**src/rtl/pipe_hazard_ctrl.sv**
```systemverilog
`default_nettype none
// ============================================================================
// Module   : pipe_hazard_ctrl
// Brief    : Stall/flush priority encoder for NREG pipeline registers with a
//            deferred-exception FSM, fetch-hold drain mode and stall watchdog.
// Revision : 1.0 - initial release
// ============================================================================
module pipe_hazard_ctrl #(
    parameter int NREG    = 4,
    parameter int TIMEOUT = 0
) (
    input  logic            clk,
    input  logic            rst,
    input  logic [NREG-1:0] stall_req,
    input  logic            except,
    input  logic            drain_req,
    output logic [NREG-1:0] stall,
    output logic [NREG-1:0] flush,
    output logic            pc_stall,
    output logic            pc_redirect,
    output logic            drained,
    output logic            stall_timeout
);

    localparam int                 c_DW   = (NREG > 2) ? $clog2(NREG) : 1;
    localparam logic [c_DW-1:0]    c_DMAX = c_DW'(NREG - 1);
    localparam logic [0:0]         c_IDLE = 1'b0;
    localparam logic [0:0]         c_PEND = 1'b1;

    logic [0:0]      r_state;
    logic [0:0]      w_state_nxt;
    logic [NREG-1:0] w_haz_stall;
    logic [NREG-1:0] w_haz_flush;
    logic            w_exc_fire;
    logic            w_commit_busy;
    logic [c_DW-1:0] r_dcnt;
    logic            r_drained;

    assign w_commit_busy = stall_req[NREG-1];

    // Register k is held when any stage at or beyond it requests a stall.
    for (genvar k = 0; k < NREG; k++) begin : g_hold
        assign w_haz_stall[k] = |stall_req[NREG-1:k];
    end

    // The bubble goes into the first register downstream of the held group.
    assign w_haz_flush[0] = 1'b0;
    for (genvar k = 1; k < NREG; k++) begin : g_bubble
        assign w_haz_flush[k] = w_haz_stall[k-1] & ~w_haz_stall[k];
    end

    assign w_exc_fire = ((r_state == c_IDLE && except) || r_state == c_PEND)
                        && !w_commit_busy;

    // State register
    always_ff @(posedge clk) begin
        if (rst) r_state <= c_IDLE;
        else     r_state <= w_state_nxt;
    end

    // Next-state logic
    always_comb begin
        w_state_nxt = r_state;
        case (r_state)
            c_IDLE:  if (except && w_commit_busy) w_state_nxt = c_PEND;
            c_PEND:  if (!w_commit_busy)          w_state_nxt = c_IDLE;
            default: w_state_nxt = c_IDLE;
        endcase
    end

    // Output logic
    always_comb begin
        stall       = w_haz_stall;
        flush       = w_haz_flush;
        pc_stall    = |stall_req;
        pc_redirect = 1'b0;
        if (rst) begin
            flush    = '1;
            stall    = '0;
            pc_stall = 1'b1;
        end else if (w_exc_fire) begin
            flush       = '1;
            stall       = '0;
            pc_stall    = 1'b0;
            pc_redirect = 1'b1;
        end else if (drain_req) begin
            stall[0] = 1'b1;
            pc_stall = 1'b1;
            if (!w_haz_stall[1]) flush[1] = 1'b1;
        end
    end

    // dcnt counts cycles in which everything past fetch was free to advance.
    always_ff @(posedge clk) begin
        if (rst) begin
            r_dcnt    <= '0;
            r_drained <= 1'b0;
        end else begin
            r_drained <= drain_req && (r_dcnt == c_DMAX);
            if (!drain_req)
                r_dcnt <= '0;
            else if (w_exc_fire)
                r_dcnt <= c_DMAX;
            else if (stall_req[NREG-1:1] == '0) begin
                if (r_dcnt != c_DMAX) r_dcnt <= r_dcnt + 1'b1;
            end
        end
    end

    assign drained = r_drained;

    if (TIMEOUT > 0) begin : g_wdog
        localparam int              c_WW    = (TIMEOUT > 1) ? $clog2(TIMEOUT) : 1;
        localparam logic [c_WW-1:0] c_WLAST = c_WW'(TIMEOUT - 1);
        logic [c_WW-1:0] r_wcnt;
        logic            r_timeout;

        always_ff @(posedge clk) begin
            if (rst) begin
                r_wcnt    <= '0;
                r_timeout <= 1'b0;
            end else if (|stall_req) begin
                if (r_wcnt != c_WLAST) r_wcnt <= r_wcnt + 1'b1;
                else                   r_timeout <= 1'b1;
            end else begin
                r_wcnt <= '0;
            end
        end

        assign stall_timeout = r_timeout;
    end else begin : g_no_wdog
        assign stall_timeout = 1'b0;
    end

endmodule
`default_nettype wire

```
**config.mk**
```make
export PLATFORM = sky130hd
export DESIGN_NAME = pipe_hazard_ctrl
export DESIGN_NICKNAME = d
export VERILOG_FILES = /design/src/rtl/pipe_hazard_ctrl.sv
export SDC_FILE = /design/constraint.sdc
export NUM_CORES = 1
export LEC_CHECK = 0
export CAP_MARGIN = 20
export CORE_AREA = 2 2 39 41
export CTS_CLUSTER_SIZE = 28
export DETAILED_ROUTE_END_ITERATION = 12
export DIE_AREA = 0 0 41 43
export GPL_ROUTABILITY_DRIVEN = 0
export MAX_ROUTING_LAYER = met4
export PLACE_DENSITY = 0.51
export SYNTH_ARGS = -nofsm -noshare
export SYNTH_HDL_FRONTEND = slang
export SYNTH_SLANG_ARGS = --single-unit
```
**constraint.sdc**
```tcl
create_clock -name clk -period 1.4 [get_ports clk]
set_clock_uncertainty 0.1 [all_clocks]
set_input_delay 0.21 -clock clk [delete_from_list [all_inputs] [get_ports clk]]
set_output_delay 0.21 -clock clk [all_outputs]
set_load 0.01 [all_outputs]
```
After elaboration in Yosys (flattened, before gate mapping). Cells that the tools add are included. W data, S select, Z words.

Input port bits: 8. Bits in registers: 4. Word-level logic and storage cells: 46.

Equality and inequality tests: 2. Multiplexer cells: 18. Add/subtract/negate cells: 1. Reductions and logical operators: 14. Bitwise gates (word level): 8.

Operators by type and width (count): $mux W1 (10); $mux W2 (4); $mux W4 (2); $not A1 Y1 (5); $logic_and A1 B1 Y1 (4); $reduce_bool A2 Y1 (2); $reduce_or A2 Y1 (2); $reduce_or A4 Y1 (1); $and A1 B1 Y1 (3); $logic_not A3 Y1 (1); $mux W3 (1); $reduce_or A3 Y1 (1); $add A2 B1 Y2 const B (1); $eq A2 B2 Y1 const B (1); $ne A2 B2 Y1 const B (1); $pmux W1 S2 (1); $reduce_and A2 Y1 (1); $logic_not A1 Y1 (1); $logic_or A1 B1 Y1 (1).

Logic depth before layout (Yosys ltp).
Depth in word-level cells: 7. Depth in mapped cells: 4. Depth with buffers taken out: 4.

Worst setup path after synthesis. No wires, ideal clock.

Kind: register to output. From: register r_state. To: output stall[0]. Slack: 127 ps. Stages on the path, launching flop included: 5. Path buffers: 0. Arrival: 963 ps. Path through: dfxtp_1 > o21bai_4 > and2b_2 > inv_1 > a21oi_1.

Cells in the longest elaborated chain, start to end: 6.

RTL lines: start: declaration (RTL line 30) `logic [0:0] r_state;`; start signal: assignment (RTL line 57) `if (rst) r_state <= c_IDLE;`; start signal: assignment (RTL line 58) `else r_state <= w_state_nxt;`; $not A1 Y1; $logic_and A1 B1 Y1 (RTL line 52) `assign w_exc_fire = ((r_state == c_IDLE && except) || r_state == c_PEND)`; $logic_or A1 B1 Y1 (*) (RTL line 52); $logic_and A1 B1 Y1 (*) (RTL line 53) `&& !w_commit_busy;`; $mux W1 (*) (RTL line 81) `end else if (w_exc_fire) begin`; $mux W4 (*) (RTL line 77) `if (rst) begin`; end: declaration (RTL line 17) `output logic [NREG-1:0] stall,`.

Every way passes the cells marked *; elsewhere a longest branch is shown, timed or not.

Worst setup path after layout. Same ends and word-level chain as after synthesis.

==> results.yml <==
timing:
  timing.fmax_mhz: 686
  slew_violations: 0
  finalSetupViolCount: 4
  period_share_pct: 104
  timing.hold.ws_ns: 0.282
  layout_setup_ws_ns: -0.0569
  rsz0062_at_grt: "true"
  hold_violations: 0
  finalCriticalPeriod_ns: 1.46
power_and_ir_drop:
  ir_worst_vdd_uv: 464
  p_total_uw: 392
  p_per_area_mw_per_mm2: 705
  leakagePower_uw: 0.000284
yosys:
  yosys.cell_types.count: 19
  synth_warnings: 0
  yosys.area.top_type: "dfxtp_1"
  syn_avg_cell_area_um2: 7.94
  synth_flop_cell: "dfxtp_1"
  synth_nets: 44
  synth-edff-count: 0
  syn_area_um2: 278
  ys_async_sr_fraction_pct: 0
  yosys-top-cells-area: "dfxtp_1 29%, nor2_1 8.1%, nor4_4 7.7%"
  ys_seq_elements: 4
  yosysSeqAreaShare_pct: 28.8
  netlist.area_leader.share_pct: 28.8
  postSynthCellCount: 35
cells_and_area:
  syn_to_final_growth_pct: 100
  drive_gt1_share_pct: 54.4
  n_fill_cell: 154
  num_antenna_cells: 0
  fin_util_pct: 40.1
  fin_nets: 79
  fin_cells: 84
routing:
  drt_first_pass_iters: 2
  ant_nets: 0
  routedWlPerCell_um: 8.98
  wirelength_um: 754
  via_per_inst: 4.15
  drc_errors: 0
  drtIter0Drc: 4
  num_vias: 349
worst_setup_path:
  critPathLaunchType: "register"
  crit_buf_inv: 2
  endpoint_kind: "output pin"
  rr_worst_depth: 4
  crit_family: "flip-flops"
  cpMaxStageDelayCell: "dfxtp_2"
  cp_slowest_stage_delay_ns: 0.32
  crit_type: "reg2out"
  r2r_setup_slack_ns: 0.14
  path_max_fanout: 4
  cp.required_ns: 1.09
  crit_chain: "o21bai_4 > and2b_2 > inv_2 > a21oi_2 > buf_2"
  r2r_end: "r_dcnt[1]"
  arrival_ns: 1.15
  regToRegStartpoint: "r_dcnt[0]"
hold_path:
  min_to: "r_state"
  worstHoldStart: "except"
  hold_class: "in2reg"
  hold_depth: 2
job:
  drv_cap: 0
run_status:
  violations: "negative setup slack"
  status: "finished, violations left"
global_routing:
  grt_pass1_wl_mm: 1.29
  grt_use_total_pct: 11.2
  grt_antenna_before_repair: 0
  grt_max_degree: 5
  grt_overflow: 0
  grt_pass1_vias: 343
clock_network:
  cts-root-buf: "clkbuf_4"
  cts_tree: "yes"
  h-tree-depth: 1
  worstSkewPairLatency_ns: 0.24
  numCtsBuffers: 3
  clockBufferDepth: 2
  clkSlewWorstSetupHoldPaths_ns: 0.04
  clkSinkCount: 4
floorplan:
  die_h_um: 43
  fp.coreArea_mm2: 0.00138
  die_x_um: 41
  start_util_pct: 20.1
  ioPinCount: 20
  rows: 14
  die_area_mm2: 0.00176
placement:
  portBuffers: 18
  dp_slack_ns: -0.732
  hpwl_um: 598
  dpl.cell_count: 76
## worst register-to-register path: cells and delay by family (launching register included)
| family | cells | cell delay [ns] |
|---|---|---|
| DFF | 1 | 0.32 |
| adders and majority gates | 1 | 0.24 |
| muxes | 1 | 0.22 |
| and+or+nand+nor | 1 | 0.20 |
| AOI/OAI and AO/OA | 1 | 0.08 |
## cells in the mapped netlist (2+ instances only)
master and count:
dfxtp_1 4, a21oi_1 3, o21ai_0 2, nor2_1 6, inv_1 3, nand2_1 4
## cell usage in the layout (no fill, tap or decap)
master / n
buf_4: 13
buf_2: 10
nor2_1: 4
nand2_1: 4
dlygate4sd2_1: 4
clkbuf_4: 3
dfxtp_1: 3
nor2_2: 2
o21ai_0: 2
inv_1: 2
a21oi_1: 2
nor3_4: 1
o21bai_4: 1
and2b_2: 1
inv_2: 1
a21oi_2: 1
a21o_1: 1
nor2b_1: 1
nor4_4: 1
xnor2_1: 1
nand2b_1: 1
o21a_1: 1
mux2i_1: 1
ha_1: 1
conb_1: 1
clkbuf_2: 1
clkdlybuf4s15_2: 1
clkdlybuf4s15_1: 1
dlymetal6s2s_1: 1
dfxtp_2: 1
## routing by layer
| metal | up-vias | track usage [%] | wire (um) |
|---|---|---|---|
| li1 | 181 | - | - |
| met1 | 149 | 13.4 | 328 |
| met2 | 19 | 15.3 | 341 |
| met3 | 0 | 9.42 | 83 |
| met4 | 0 | 0 | 0 |
| met5 | - | - | 0 |
## state kept, by name, summed over array words and instances, names as in the netlist
register  flops
r_dcnt        2
drained       1
r_state       1
## through the flow
| stage | setup TNS, ns | instance area (um2) |
|---|---|---|
| detailed placement | -7.09 | 531 |
| global placement | -7.25 | 531 |
| global route | -0.587 | 556 |
| floorplan | 0 | 278 |
| CTS | -0.195 | 541 |
| finish | -0.143 | 556 |
## layout make-up
class	count	area (um2)	area share, %
repair buffers	31	221	39.9
multi-input cells	27	199	35.8
flip-flops and latches	4	81.3	14.6
clock buffers	3	22.5	4.05
well taps	16	20.0	3.60
inverters	3	11.3	2.03
## worst max-delay path by stage
stage	startpoint	to	slack (ns)	cells after the start
floorplan	r_state	stall[0]	0.13	4
global placement	stall_req[3]	flush[1]	-0.75	5
detailed placement	stall_req[3]	stall[0]	-0.73	6
CTS	r_state	stall[0]	-0.07	5
global route	r_state	stall[0]	-0.14	5
finish	r_state	stall[0]	-0.06	5
## kinds of logic after synthesis
family | after synthesis | share of synthesized area, %
AND/OR/NAND/NOR | 15 | 30.6
AO/OA/AOI/OAI | 8 | 21.2
flip-flops | 4 | 28.8
buffers and inverters | 4 | 6.76
adder cells (fa/ha/maj) | 1 | 4.50
other | 1 | 1.35
XOR/XNOR | 1 | 3.15
multiplexers | 1 | 3.60
## repair_timing
action                                  CTS  global route
pin swaps                                 5             2
endpoints found under the setup margin   11             9
buffers inserted                          4             1
gates resized for setup                  55             5
hold buffers                              0             0
## power by group
part / total (uW) / leakage (uW) / switching (uW) / internal [uW]
combinational: 123 / 0.000237 / 57.4 / 65.2
clock: 147 / 0.0000138 / 50.7 / 96.1
sequential: 122 / 0.0000330 / 3.15 / 119
Note: power is estimated with default switching activity, not from simulation.
